## config.mk

```make
export PLATFORM = sky130hd
export DESIGN_NAME = ahb_arbiter
export DESIGN_NICKNAME = d
export VERILOG_FILES = /design/src/rtl/ahb_arbiter.sv
export SDC_FILE = /design/constraint.sdc
export NUM_CORES = 1
export LEC_CHECK = 0
export BUFFER_PORTS_ARGS = -buffer_cell sky130_fd_sc_hd__buf_2
export CORE_AREA = 2 2 110 112
export CTS_CLUSTER_SIZE = 24
export DETAILED_ROUTE_END_ITERATION = 8
export DIE_AREA = 0 0 112 114
export GPL_TIMING_DRIVEN = 0
export HOLD_SLACK_MARGIN = 0.05
export PLACE_DENSITY = 0.63
export SLEW_MARGIN = 20
export SYNTH_ARGS = -nofsm -noshare
export SYNTH_HDL_FRONTEND = slang
export SYNTH_SLANG_ARGS = --single-unit
```

## constraint.sdc

```tcl
create_clock -name hclk -period 8.3 [get_ports hclk]
set_input_delay 0.415 -clock hclk [delete_from_list [all_inputs] [get_ports hclk]]
set_output_delay 0.415 -clock hclk [all_outputs]
set_load 0.02 [all_outputs]
```

## src/rtl/ahb_arbiter.sv

```systemverilog
// ahb_arbiter: round-robin AHB-lite arbiter that lets up to four masters share
// the single AHB slave port of the AHB-to-APB bridge.
//
// It tracks three kinds of owner: the grant owner (hgrant), the address-phase
// owner (hmaster) and the data-phase owner. It muxes the address-phase owner's
// address and control, and the data-phase owner's write data, onto the bridge
// input. Bus locking and a tenure limit give lock support and fairness.
//
// Ports:
//   hclk       in   clock; all state changes on its rising edge
//   hresetn    in   asynchronous active-low reset
//   hbusreq    in   [N]     per-master bus request
//   hlock      in   [N]     per-master lock request
//   htrans_m   in   [2N]    per-master HTRANS, master i at [2i+1:2i]
//   haddr_m    in   [32N]   per-master address, master i at [32i+31:32i]
//   hwrite_m   in   [N]     per-master write flag
//   hwdata_m   in   [32N]   per-master write data, sliced like haddr_m
//   hready     in   bridge ready; enables every register
//   hgrant     out  [N]     one-hot grant
//   hmaster    out  [2]     address-phase owner index
//   hmastlock  out  current transfer is locked
//   htrans     out  [2]     HTRANS of the address-phase owner
//   haddr      out  [32]    address of the address-phase owner
//   hwrite     out  write flag of the address-phase owner
//   hwdata     out  [32]    write data of the data-phase owner
module ahb_arbiter #(
    parameter int unsigned N         = 3,
    parameter int unsigned DEFAULT_M = 0,
    parameter int unsigned MAX_BEATS = 16
) (
    input  logic            hclk,
    input  logic            hresetn,
    input  logic [N-1:0]    hbusreq,
    input  logic [N-1:0]    hlock,
    input  logic [2*N-1:0]  htrans_m,
    input  logic [32*N-1:0] haddr_m,
    input  logic [N-1:0]    hwrite_m,
    input  logic [32*N-1:0] hwdata_m,
    input  logic            hready,
    output logic [N-1:0]    hgrant,
    output logic [1:0]      hmaster,
    output logic            hmastlock,
    output logic [1:0]      htrans,
    output logic [31:0]     haddr,
    output logic            hwrite,
    output logic [31:0]     hwdata
);

    localparam logic [1:0]   TransBusy = 2'b01;
    localparam logic [1:0]   TransSeq  = 2'b11;
    localparam logic [1:0]   DefIdx    = 2'(DEFAULT_M);
    localparam logic [N-1:0] DefGrant  = N'(1) << DEFAULT_M;
    localparam logic [7:0]   MaxBeats  = 8'(MAX_BEATS);

    logic [N-1:0] grant_q, grant_d;
    logic [1:0]   master_q;
    logic [1:0]   data_master_q;
    logic         mastlock_q;
    logic [7:0]   tenure_q, tenure_d;

    logic [1:0]   g_idx;
    logic [1:0]   next_idx;
    logic         lock_g;
    logic         hold;
    int unsigned  best_dist;

    // Round-robin distance of master i from the current owner g. The owner itself
    // gets the largest distance so it is considered last.
    function automatic int unsigned rr_dist(int unsigned i, int unsigned g);
        int unsigned d;
        d = (i + N - g) % N;
        return (d == 0) ? N : d;
    endfunction

    // Decode the one-hot grant into an index and pick up the owner's lock request.
    always_comb begin
        g_idx  = DefIdx;
        lock_g = 1'b0;
        for (int unsigned i = 0; i < N; i++) begin
            if (grant_q[i]) begin
                g_idx = 2'(i);
            end
            lock_g = lock_g | (grant_q[i] & hlock[i]);
        end
    end

    // Address/control follow the address-phase owner, write data the data-phase owner.
    always_comb begin
        htrans = '0;
        haddr  = '0;
        hwrite = 1'b0;
        hwdata = '0;
        for (int unsigned i = 0; i < N; i++) begin
            if (master_q == 2'(i)) begin
                htrans = htrans_m[2*i +: 2];
                haddr  = haddr_m[32*i +: 32];
                hwrite = hwrite_m[i];
            end
            if (data_master_q == 2'(i)) begin
                hwdata = hwdata_m[32*i +: 32];
            end
        end
    end

    // Arbitration. A burst in progress holds the grant until the tenure limit;
    // a lock holds it regardless of tenure.
    always_comb begin
        hold      = lock_g |
                    (((htrans == TransSeq) || (htrans == TransBusy)) && (tenure_q < MaxBeats));
        next_idx  = g_idx;
        best_dist = N + 1;
        if (!hold) begin
            if (|hbusreq) begin
                for (int unsigned i = 0; i < N; i++) begin
                    if (hbusreq[i] && (rr_dist(i, {30'd0, g_idx}) < best_dist)) begin
                        best_dist = rr_dist(i, {30'd0, g_idx});
                        next_idx  = 2'(i);
                    end
                end
            end else begin
                next_idx = DefIdx;
            end
        end

        grant_d = '0;
        for (int unsigned i = 0; i < N; i++) begin
            grant_d[i] = (next_idx == 2'(i));
        end

        // NONSEQ and SEQ both have htrans[1] set.
        if (next_idx != g_idx) begin
            tenure_d = '0;
        end else if (htrans[1] && (tenure_q < MaxBeats)) begin
            tenure_d = tenure_q + 8'd1;
        end else begin
            tenure_d = tenure_q;
        end
    end

    always_ff @(posedge hclk or negedge hresetn) begin
        if (!hresetn) begin
            grant_q       <= DefGrant;
            master_q      <= DefIdx;
            data_master_q <= DefIdx;
            mastlock_q    <= 1'b0;
            tenure_q      <= '0;
        end else if (hready) begin
            grant_q       <= grant_d;
            master_q      <= g_idx;
            data_master_q <= master_q;
            mastlock_q    <= lock_g;
            tenure_q      <= tenure_d;
        end
    end

    assign hgrant    = grant_q;
    assign hmaster   = master_q;
    assign hmastlock = mastlock_q;

endmodule
```

==> impl_metrics.csv <==
group,metric,value,unit
status,status,"finished, final reports clean",
worst_setup_path,crit_path_end_kind,"flip-flop",
routing,dr_total_vias,3749,
floorplan,coreArea,11700,sq um
synth,yosys.cell_types.count,55,
synth,synthAdderAreaFrac,8.22,%
synth,synth_compound_area_share,26.2,%
synth,synth-seq-cells,16,
clocking,clkTransAtPathRegs,50,ps
synth,synth_area_leaders,"mux2i_1 (24%), dfrtp_1 (14%), o21ai_0 (12%)",
place,portBuffers,282,
worst_setup_path,crit_type,"reg -> reg",
clocking,cts_buffers,3,
power,p_per_area,290,nW/um^2
place,hpwl,10200,um
final_layout,antenna_cells,0,
sta,tightest_slew,789,ps
routing,drt_pass1_iterations,5,
synth,synthSimpleGateAreaFrac,17.7,%
place,pre_cts_slack,4000,ps
sta,setup_viol,0,
power,pwr-share-seq,10.2,%
sta,finalSetupTns,0,ps
synth,yosys-top-cells-count,"nand2_1 (75), o21ai_0 (68), mux2i_1 (67)",
routing,viasPerCell,4.57,
synth,avgSynthCellArea,7.46,sq um
power,p_leak,2.42,nW
power,switching_share,54.8,%
clocking,postCtsSetupBuffers,0,
clocking,cts_sinks,16,
global_route,antenna_found_initial,0,
worst_setup_path,worstPathRequired,8410,ps
clocking,holdBufCountCts,0,
clocking,ctsHtreeMaxLevel,1,
global_route,grt_pass1_vias,3263,
clocking,cts.repair.resized,0,
sta,setup_ws,4000,ps
synth,synth.most_common_cell,"nand2_1",
floorplan,start_util,23.4,%
power,ir_worst_vdd,173,uV
synth,synth_edf_count,0,
routing,drc_errors,0,
global_route,gr-usage-all-layers,16.8,%
synth,netlist_instances,367,
power,pwr-share-clk,8.0,%
synth,synth_area_leader_cell,"mux2i_1",
final_layout,fillers,1271,
sta,finalClockSkew,2.74,ps
synth,synth_flop_cell,"dfrtp_1",
worst_setup_path,startpoint_type,"flip-flop",
power,power_frac_comb,81.8,%
min_path,worstHoldPathType,"in -> async",
sta,slew_headroom,47.4,%
synth,synth_top_family_by_area,"compound AO/OA/AOI/OAI gates",
synth,yosys.area_share.xor_xnor,0.959,%
final_layout,finish.net_count,903,
routing,avgRoutedWirePerCell,14.6,um
synth,ys_warn_count,0,
clocking,cts_tree,"done",
worst_setup_path,arrival,4410,ps
floorplan,num_io_pins,283,
synth,ys_seq_area_share,14.7,%
synth,async_flop_share,100,%
sta,hold_viol,0,
floorplan,fp.dieH,114,um
clocking,clockBufferDepth,2,
synth,synthMuxAreaShare,26.1,%
sta,fin_crit,4300,ps
sta,period_share,51.8,%
floorplan,die_x,112,um
power,p_int,0.589,mW
floorplan,core.rowCount,40,
floorplan,dieArea,12800,sq um
final_layout,final_layout_size_suffix_gt1_share,46.6,%
worst_setup_path,critPathMaxFanout,10,
clocking,clockRootBuffer,"clkbuf_16",
routing,routed_wl,12000,um
synth,syn_area,2740,sq um
global_route,grt_overflow,0,
power,power.switching,0.715,mW
sta,rsz0062_at_grt,"no",
sta,fmax,233,MHz
sta,final_max_slew_viol_count,0,
routing,drt_iter0_drc,199,
global_route,grt_max_degree,17,
flow_run,maxCapViolations,0,
routing,ant_nets,0,
synth,yosysTopAreaCellShare,24.5,%
place,gp_congestion,0.858,
global_route,grt_pass1_wl,17400,um
final_layout,area_delta_synth_final,64.4,%
clocking,clkLatencyLatePin,240,ps
==> cells by family (layout without fill, tap and decap cells) <==
family | after synthesis | count (layout)
other cells | 2 | 23
compound gates | 110 | 110
fa+ha+maj | 18 | 18
xor+xnor | 3 | 3
mux | 71 | 71
flops | 16 | 16
buf+inv | 38 | 324
simple gates | 109 | 109
==> metal layers <==
metal | global-route usage [%] | up-vias | part of all wire [%]
met5 | 0 | - | 0
met4 | 1.71 | 0 | 0.52
met3 | 2.44 | 8 | 6.2
met2 | 28.3 | 140 | 48
met1 | 23.6 | 1683 | 45
li1 | - | 1918 | -
==> layout by cell type (no fill, tap or decap), drive strengths merged, types with 6 or more instances in the layout <==
cell type and count:
ha 18, nand2 75, mux2i 67, dfrtp 15
inv 6, nor2 7, a21oi 12, o21ai 70
conb 23, clkbuf 23, nand3 8, buf 294
==> power groups by stage <==
| stage | registers (mW) | logic (mW) | clock network, mW |
|---|---|---|---|
| 6_report | 0.134 | 1.07 | 0.104 |
| 3_5_place_dp | 0.135 | 1.07 | 0 |
| 4_1_cts | 0.135 | 1.07 | 0.108 |
| 2_1_floorplan | 0.139 | 0.725 | 0 |
| 3_3_place_gp | 0.136 | 1.06 | 0 |
| 5_1_grt | 0.139 | 1.15 | 0.112 |
==> critical path: stages, from the launching register on <==
cell and delay [ps]:
dfrtp_1 390, buf_2 200, nor2b_1 240, inv_1 120, ha_1 300, nor2_1 150
ha_1 260, o221ai_2 60, nor4bb_1 220, buf_4 210, nand2_1 60, o21a_1 100
ha_1 290, o2111ai_1 110, a31oi_1 190, nor4_1 90, o21ai_0 540, nand3b_4 150
a21oi_4 380, a21boi_2 90
==> area by class of cell <==
| cell class | count | area (sq um) | share of cell area (%) |
|---|---|---|---|
| inverters | 7 | 26.3 | 0.584 |
| multi-input cells | 334 | 2260 | 50.1 |
| flip-flops and latches | 16 | 402 | 8.92 |
| repair buffers | 282 | 1410 | 31.4 |
| plain buffers | 31 | 134 | 2.97 |
| well taps | 147 | 184 | 4.09 |
| clock buffers | 4 | 88.8 | 1.97 |
==> final timing paths <==
| path | startpoint | endpoint | slack [ps] | cells past startpoint |
|---|---|---|---|---|
| max in group asynchronous | hresetn | hgrant[0] | 7890 | 1 |
| max | hgrant[2] | tenure_q[6] | 4000 | 19 |
| max reg2reg | hgrant[2] | tenure_q[6] | 4000 | 19 |
| min | hresetn | hmastlock | 90 | 1 |
| min reg2reg | hgrant[0] | hgrant[0] | 510 | 2 |
| min in group hclk | hgrant[0] | hgrant[0] | 510 | 2 |
==> sequential cells by signal, indices dropped and copies added, names as in the netlist <==
name and cells:
data_master_q 2, hgrant 3, hmaster 2, hmastlock 1, tenure_q 8
==> stage by stage <==
| stage | cell area, sq um | hold WS [ps] | util, % | instances | power [mW] |
|---|---|---|---|---|---|
| 2_1_floorplan | 2820 | 119 | - | 388 | 0.864 |
| 3_5_place_dp | 4410 | 359 | 37.7 | 817 | 1.20 |
| 3_3_place_gp | 4410 | 350 | 37.7 | 817 | 1.20 |
| 5_1_grt | 4500 | 108 | 38.4 | 821 | 1.40 |
| 4_1_cts | 4500 | 94.2 | 38.4 | 821 | 1.31 |
| 6_report | 4500 | 88.7 | 38.4 | 821 | 1.30 |
No activity file was read; power rests on OpenSTA's default activity.
